[src/rtl/ram_pass_check.sv]
// ram_pass_check: password stage that follows the ROM user-ID stage.
//
// Collects a 16-bit password as four 4-bit nibbles (MSB first, one per
// enter_button pulse), reads the stored password for the authenticated user
// from a synchronous password RAM and compares the two. A match grants game
// access. MAX_ATTEMPTS consecutive mismatches start a timed lockout of
// LOCK_CYCLES clock cycles.
//
// Optional feature: define PASS_MASTER_KEY_EN to accept MASTER_KEY as an
// override password during the compare. Without it only the RAM decides.
//
// Ports:
//   clock          system clock, rising edge
//   rst            synchronous active-low reset
//   rom_access     user authenticated upstream (level)
//   internal_id    authenticated user index, sampled in the read state
//   toggle_entry   password nibble
//   enter_button   single-cycle strobe for toggle_entry
//   log_out        single-cycle pulse ending the session
//   ram_addr       password RAM read address
//   ram_data       password RAM data, valid the cycle after ram_addr
//   game_access    password accepted
//   green_led_pass mirrors game_access
//   red_led_pass   last compare failed, or locked
//   locked         lockout active
//   attempts_left  remaining attempts before lockout
module ram_pass_check #(
    parameter int unsigned MAX_ATTEMPTS = 3,
    parameter int unsigned LOCK_CYCLES  = 50000000,
    parameter logic [15:0] MASTER_KEY   = 16'hA5C3
) (
    input  logic        clock,
    input  logic        rst,
    input  logic        rom_access,
    input  logic [2:0]  internal_id,
    input  logic [3:0]  toggle_entry,
    input  logic        enter_button,
    input  logic        log_out,
    output logic [2:0]  ram_addr,
    input  logic [15:0] ram_data,
    output logic        game_access,
    output logic        green_led_pass,
    output logic        red_led_pass,
    output logic        locked,
    output logic [1:0]  attempts_left
);

    localparam logic [1:0]  MaxAtt   = 2'(MAX_ATTEMPTS);
    localparam logic [25:0] LockLoad = 26'(LOCK_CYCLES - 1);

    typedef enum logic [2:0] {
        StIdle,
        StCollect,
        StRead,
        StWait,
        StCompare,
        StGrant,
        StLock
    } state_e;

    state_e      state_q, state_d;
    logic [15:0] pw_q, pw_d;
    logic [1:0]  nib_q, nib_d;
    logic [25:0] lock_cnt_q, lock_cnt_d;
    logic [2:0]  ram_addr_q, ram_addr_d;
    logic        game_q, game_d;
    logic        green_q, green_d;
    logic        red_q, red_d;
    logic        locked_q, locked_d;
    logic [1:0]  att_q, att_d;

    logic pw_match;
    logic session_abort;

`ifdef PASS_MASTER_KEY_EN
    assign pw_match = (pw_q == ram_data) || (pw_q == MASTER_KEY);
`else
    assign pw_match = (pw_q == ram_data);
    logic unused_master_key;
    assign unused_master_key = ^MASTER_KEY;
`endif

    // Leaving the session keeps attempts_left so logging out cannot refill it.
    assign session_abort = log_out || !rom_access;

    always_ff @(posedge clock) begin
        if (!rst) begin
            state_q    <= StIdle;
            pw_q       <= '0;
            nib_q      <= '0;
            lock_cnt_q <= '0;
            ram_addr_q <= '0;
            game_q     <= 1'b0;
            green_q    <= 1'b0;
            red_q      <= 1'b0;
            locked_q   <= 1'b0;
            att_q      <= MaxAtt;
        end else begin
            state_q    <= state_d;
            pw_q       <= pw_d;
            nib_q      <= nib_d;
            lock_cnt_q <= lock_cnt_d;
            ram_addr_q <= ram_addr_d;
            game_q     <= game_d;
            green_q    <= green_d;
            red_q      <= red_d;
            locked_q   <= locked_d;
            att_q      <= att_d;
        end
    end

    always_comb begin
        state_d    = state_q;
        pw_d       = pw_q;
        nib_d      = nib_q;
        lock_cnt_d = lock_cnt_q;
        ram_addr_d = ram_addr_q;
        game_d     = game_q;
        red_d      = red_q;
        locked_d   = locked_q;
        att_d      = att_q;

        unique case (state_q)
            StIdle: begin
                if (log_out) begin
                    pw_d  = '0;
                    nib_d = '0;
                end else if (rom_access) begin
                    state_d = StCollect;
                end
            end

            StCollect: begin
                if (session_abort) begin
                    state_d = StIdle;
                    pw_d    = '0;
                    nib_d   = '0;
                end else if (enter_button) begin
                    pw_d = {pw_q[11:0], toggle_entry};
                    if (nib_q == 2'd0) begin
                        red_d = 1'b0;
                    end
                    if (nib_q == 2'd3) begin
                        nib_d   = '0;
                        state_d = StRead;
                    end else begin
                        nib_d = nib_q + 2'd1;
                    end
                end
            end

            StRead: begin
                if (session_abort) begin
                    state_d = StIdle;
                    pw_d    = '0;
                end else begin
                    ram_addr_d = internal_id;
                    state_d    = StWait;
                end
            end

            // RAM read latency.
            StWait: begin
                if (session_abort) begin
                    state_d = StIdle;
                    pw_d    = '0;
                end else begin
                    state_d = StCompare;
                end
            end

            StCompare: begin
                if (session_abort) begin
                    state_d = StIdle;
                    pw_d    = '0;
                end else if (pw_match) begin
                    state_d = StGrant;
                    game_d  = 1'b1;
                    att_d   = MaxAtt;
                end else begin
                    att_d = att_q - 2'd1;
                    red_d = 1'b1;
                    pw_d  = '0;
                    if (att_q == 2'd1) begin
                        state_d    = StLock;
                        locked_d   = 1'b1;
                        lock_cnt_d = LockLoad;
                    end else begin
                        state_d = StCollect;
                    end
                end
            end

            StGrant: begin
                if (session_abort) begin
                    state_d = StIdle;
                    game_d  = 1'b0;
                    pw_d    = '0;
                end
            end

            // All user inputs are ignored until the counter expires.
            StLock: begin
                if (lock_cnt_q == '0) begin
                    state_d  = StIdle;
                    locked_d = 1'b0;
                    red_d    = 1'b0;
                    att_d    = MaxAtt;
                end else begin
                    lock_cnt_d = lock_cnt_q - 26'd1;
                end
            end

            default: begin
                state_d = StIdle;
            end
        endcase

        green_d = game_d;
    end

    assign ram_addr       = ram_addr_q;
    assign game_access    = game_q;
    assign green_led_pass = green_q;
    assign red_led_pass   = red_q;
    assign locked         = locked_q;
    assign attempts_left  = att_q;

endmodule

[config.mk]
export PLATFORM = sky130hd
export DESIGN_NAME = ram_pass_check
export DESIGN_NICKNAME = d
export VERILOG_FILES = /design/src/rtl/ram_pass_check.sv
export SDC_FILE = /design/constraint.sdc
export NUM_CORES = 1
export LEC_CHECK = 0
export ABC_AREA = 1
export CORE_ASPECT_RATIO = 0.7
export CORE_MARGIN = 2
export CORE_UTILIZATION = 55
export CTS_CLUSTER_DIAMETER = 40
export DETAILED_ROUTE_END_ITERATION = 7
export DONT_BUFFER_PORTS = 1
export PLACE_DENSITY = 0.7
export REMOVE_ABC_BUFFERS = 1
export SLEW_MARGIN = 20
export SYNTH_ARGS = -nofsm -noshare
export SYNTH_HDL_FRONTEND = slang
export SYNTH_SLANG_ARGS = --single-unit
[constraint.sdc]
create_clock -name clock -period 2.25 [get_ports clock]
set_clock_uncertainty 0.05 [all_clocks]
set_input_delay 0.225 -clock clock [delete_from_list [all_inputs] [get_ports clock]]
set_output_delay 0.225 -clock clock [all_outputs]
set_load 0.05 [all_outputs]
Word level (Yosys, flattened, before mapping)
Index checks and enable logic that the tools add are counted.

cells by class
  add/sub/neg operators = 3
  reduce and logical (&&, ||, !) cells = 20
  multiply operators = 0
  bitwise gates (word level) = 1
  shift operators = 0
  div/mod/pow operators = 0
  eq/ne operators = 26
  multiplexer cells = 49
  order comparisons = 0

operator list
  operator                 count
  $mux W26                 4
  $mux W16                 6
  $pmux W16 S4             1
  $pmux W26 S2             1
  $mux W3                  11
  $logic_not A26 Y1        1
  $ne A2 B2 Y1 const B     13
  $sub A26 B1 Y26 const B  1
  $pmux W3 S7              1
  $eq A16 B16 Y1           1
  $mux W2                  8
  $reduce_and A5 Y1        3
  $mux W1                  12
  $eq A3 B3 Y1 const B     3
  $ne A3 B3 Y1 const B     3
  $pmux W2 S2              2
  $reduce_and A7 Y1        1
  $eq A3 B2 Y1 const B     2
  $reduce_and A3 Y1        2
  $reduce_and A6 Y1        1
  $reduce_bool A2 Y1       3
  $pmux W1 S2              2
  $reduce_and A4 Y1        1
  $reduce_bool A4 Y1       1
  15 further kinds         15

storage, ports and cells
  word-level logic and storage cells = 108
  memory bits (writable) = 0
  bits in latches = 0
  ROM bits = 0
  register bits after elaboration = 55
  input port bits = 28
  memories kept = 0
  output and inout port bits = 9

Longest topological paths before layout
  depth in word-level cells = 5
  gate-level depth with buffers = 13
  gate-level depth less buffers = 12

Worst setup path before layout
No wires, ideal clock.

  path type = reg2reg
  start = register lock_cnt_q[0]
  end = register att_q[1], in the netlist attempts_left[1]
  setup slack = 0.468 ns
  clock period less this slack = 1.782 ns
  cell stages (with the launch flop) = 11
  library setup time = 0.126 ns
  arrival = 1.607 ns
  buffers on the path = 1
  data required time = 2.074 ns
  cells stage by stage = dfxtp_1 > inv_1 > ha_1 > nand2_4 > nor2_8 > nand2_2 > o21ai_4 > buf_6 > nand4_2 > o21ai_1 > nand2_1

on the way
  cells in the longest elaborated chain, start to end = 3

RTL lines
  element                      RTL line  source
  from (decl)                  64        logic [25:0] lock_cnt_q, lock_cnt_d;
  from (signal assigned)       102       lock_cnt_q <= lock_cnt_d;
  $logic_not A26 Y1            204       if (lock_cnt_q == '0) begin
  $ne A2 B2 Y1 (no line)       -
  $reduce_and A3 Y1 (no line)  -
  to (signal assigned)         97        att_q <= MaxAtt;
  to (signal assigned)         108       att_q <= att_d;
  to (decl)                    70        logic [1:0] att_q, att_d;

Every way passes these cells.
A chain may end at the register's enable or synchronous reset.

Final worst setup path
  start = register lock_cnt_q[0]
  end = register lock_cnt_q[15]

on the way
  cells in the longest elaborated chain, start to end = 3
  elaborated cells between the ends (all ways) = 6
  classes of those cells = add/sub (1); eq/ne (1); mux (2); reduce/logical (2)

RTL lines
  element                                               RTL line
  $sub A26 B1 Y26 or $logic_not A26 Y1 (tied branches)  210, 204
  $mux W26 or $ne A2 B2 Y1 (tied branches)              -
  $pmux W26 S2 or $reduce_and A5 Y1 (tied branches)     -

Parallel ways exist; a longest one is shown, timed or not. The select of a mux whose other input is x is not followed.

==> summary.txt <==
Routing
  • Post-route ant nets: 0
  • WL final: 7.98 mm
  • Drt wl/cell: 12.6 um
  • First-pass DRT Iterations: 5
  • Initial drt markers: 276
  • Via Count: 3313
  • Drt drc: 0
  • Vias per inst: 5.22

STA
  • Setup tns final: 0 ns
  • Worst-margin pin slew: 0.802 ns
  • Final setup violating endpoints: 0
  • Final period utilization: 90.7%
  • Slew margin rel.: 46.4%
  • Slew Viols, Final: 0
  • Fmax: 0.490 GHz
  • Fin crit period: 2.04 ns
  • Hold Violations, Final: 0
  • Unrepaired setup endpoints after global routing: false

Logic synthesis
  • Synth Area in Compound Gates: 10.1%
  • Number of synthesized flops with an enable pin: 0
  • Largest family of logic cells by synthesized area: simple AND/OR/NAND/NOR gates
  • Ranking of synthesized cells by area: dfxtp_1 (32%), nand2_1 (15%), nor2_1 (14%)
  • Synth async-reset ratio: 0%
  • Adder-cell share of the synthesized area: 1.45%
  • Primary FF master, synth: dfxtp_1
  • Yosys top cell area share: 32.0%
  • Share of the yosys chip area belonging to registers: 32.0%
  • Post-synthesis cell type count: 31
  • Multiplexer share of the synthesized area: 0%
  • Synth Instances: 556
  • Most frequent cell after synthesis: nand2_1
  • Synth area leader: dfxtp_1
  • Mean Syn Cell Area: 6.20 um^2
  • Xor-xnor portion of the synthesized cell area: 4.83%
  • Seq cells post-synth: 55
  • Synth Area in Simple Gates: 42.9%
  • Syn. warnings: 0
  • List of most frequent post-synthesis cells: nand2_1 (138), nor2_1 (128), dfxtp_1 (55)
  • Mapped cell area: 3440 um^2

Final layout
  • Fin util: 58.8%
  • Antenna cell count: 0
  • Final net count: 588
  • Synth-to-Final Area Change: 4.58%
  • Layout cells sized above 1: 9.69%

Placed design
  • # port buffers: 0
  • Hpwl dp: 5.86 mm
  • Gpl congestion: 0.954

Setup path
  • Buf/Inv on CP: 2
  • Slowest stage delay, CP: 0.33 ns
  • Critical Path Stages: 9
  • CP Cell Sequence: inv_1 -> ha_1 -> nand2_4 -> nor2_8 -> nand2_2 -> o21ai_4 -> buf_4 -> nand3_1 -> a21oi_1
  • Cell family with most CP delay: simple AND/OR/NAND/NOR gates
  • CP Launch Type: flip-flop
  • Worst Path Arrival: 2.24 ns
  • Crit Path Category: flip-flop to flip-flop
  • Required time of the worst setup path: 2.45 ns
  • Critical Path Slowest Stage Cell: dfxtp_1
  • Worst Reg-to-Reg Cells: 9
  • Endpoint class of the critical path: flip-flop
  • Worst Path Max Fanout: 14

Power and ir drop
  • P_int: 0.00132 W
  • Switching power: 0.000536 W
  • Sw frac: 28.9%
  • P_leak: 1.79 nW
  • Sequential fraction of design power: 56.4%
  • Comb pwr share: 13.3%
  • Clock network fraction of total power: 30.3%
  • Max IR drop VDD: 0.294 mV
  • PwrDens: 514 nW/um^2

Min path
  • Worst min path class: input port to flip-flop
  • Hold-critical path depth: 2

Global routing
  • Global-route wire length before repair: 13.9 mm
  • Antenna violations before repair: 0
  • Tot GR Track Use: 24.4%
  • Grt ovf: 0
  • Vias in the first global route: 3045
  • Pin count of the biggest net entering global routing: 33

Clocking
  • Worst-path clk slew: 0.10 ns
  • Number of gates resized after cts: 0
  • H-tree depth: 2
  • CTS tree: done
  • Root buffer cell: clkbuf_8
  • Clk buf depth: 2
  • CTS Buf Count: 5
  • Later-pin clock latency in the skew report: 0.31 ns
  • Sink Count: 55

Floorplan
  • Chip height: 70.2 um
  • Rows: 24
  • Core Region: 6130 um^2
  • Die area: 6920 um^2
  • # IOs: 37
  • DIE WIDTH: 98.6 um
  • Initial core utilization: 56.2%

Status
  • Status: finished, final reports clean

Job
  • Max-Cap Viols: 0
==> metrics by stage <==
stage	worst slack [ns]	instances	hold WS, ns	instance area, um^2	total power [W]
finish	0.210	635	0.00360	3600	0.00185
global route	0.0249	635	0.0287	3600	0.00196
detailed placement	0.244	626	0.253	3500	0.00131
floorplan	0.135	538	0.244	3330	0.00125
CTS	0.223	635	0.00206	3600	0.00187
global placement	0.323	626	0.249	3500	0.00130
==> cells by family (layout without fill, tap and decap cells) <==
group / Yosys count / in the layout
adders and majority gates: 4 / 4
xor gates and xnor gates: 19 / 19
AOI/OAI and AO/OA: 65 / 65
DFF: 55 / 55
buffers and inverters: 69 / 70
and+or+nand+nor: 344 / 344
==> final timing paths <==
kind / from / endpoint / slack (ns)
setup / recovery: lock_cnt_q[0] / lock_cnt_q[15] / 0.21
hold / removal: rst / pw_q[14] / 0.004
hold reg to reg: nib_q[1] / nib_q[1] / 0.46
setup reg to reg: lock_cnt_q[0] / lock_cnt_q[15] / 0.21
==> power groups by stage <==
| stage | sequential, W | clock, W | combinational, W |
|---|---|---|---|
| 2_1_floorplan | 0.00106 | 0 | 0.000191 |
| 3_5_place_dp | 0.00107 | 0 | 0.000239 |
| 3_3_place_gp | 0.00106 | 0 | 0.000232 |
| 4_1_cts | 0.00104 | 0.000578 | 0.000246 |
| 5_1_grt | 0.00105 | 0.000617 | 0.000290 |
| 6_report | 0.00104 | 0.000562 | 0.000246 |
==> layout make-up <==
| cell class | count | area [um^2] |
|---|---|---|
| Sequential cell | 55 | 1100 |
| Clock buffer | 5 | 68.8 |
| Clock inverter | 3 | 18.8 |
| Timing Repair Buffer | 11 | 85.1 |
| Multi-Input combinational cell | 432 | 2040 |
| Fill cell | 636 | 2520 |
| Inverter | 51 | 191 |
| Tap cell | 78 | 97.6 |
==> metal layers <==
metal	track usage (%)	vias up	part of all wire, %
met5	0	-	0
met4	4.72	0	0.80
met3	4.70	6	7.5
met2	36.7	100	39
met1	36.6	1472	52
li1	-	1735	-
==> sequential cells by signal (all words and copies together) (netlist names) <==
register,flops
lock_cnt_q,26
pw_q,16
ram_addr,3
state_q,3
attempts_left,2
nib_q,2
green_led_pass,1
locked,1
red_led_pass,1
==> worst register-to-register path, cell delays in order (launching register included) <==
cell and delay (ns):
dfxtp_1 0.33, inv_1 0.11, ha_1 0.32, nand2_4 0.13, nor2_8 0.15, nand2_2 0.09
o21ai_4 0.28, buf_4 0.26, nand3_1 0.11, a21oi_1 0.16
==> placed cells by master, fill, tap and decap left out, types with 3 or more instances in the layout <==
master	Yosys	final
xor2_1	11	11
or2_2	5	5
o21ai_0	19	19
xnor2_1	8	8
nand2_2	6	6
nor2_2	7	7
nand2_4	3	3
inv_2	8	8
ha_1	4	4
nand2_1	138	138
dfxtp_1	55	55
o21ai_1	7	7
a21oi_1	34	34
inv_1	42	42
nand3_1	49	49
buf_4	5	10
nor2_1	128	128
clkbuf_8	0	5
==> repair_timing <==
item                                    CTS  global route
hold endpoints to repair                 21             0
hold buffers                              1             0
endpoints found under the setup margin    0             0
buffers inserted                          0             0
Note: power is estimated with default switching activity, not from simulation.
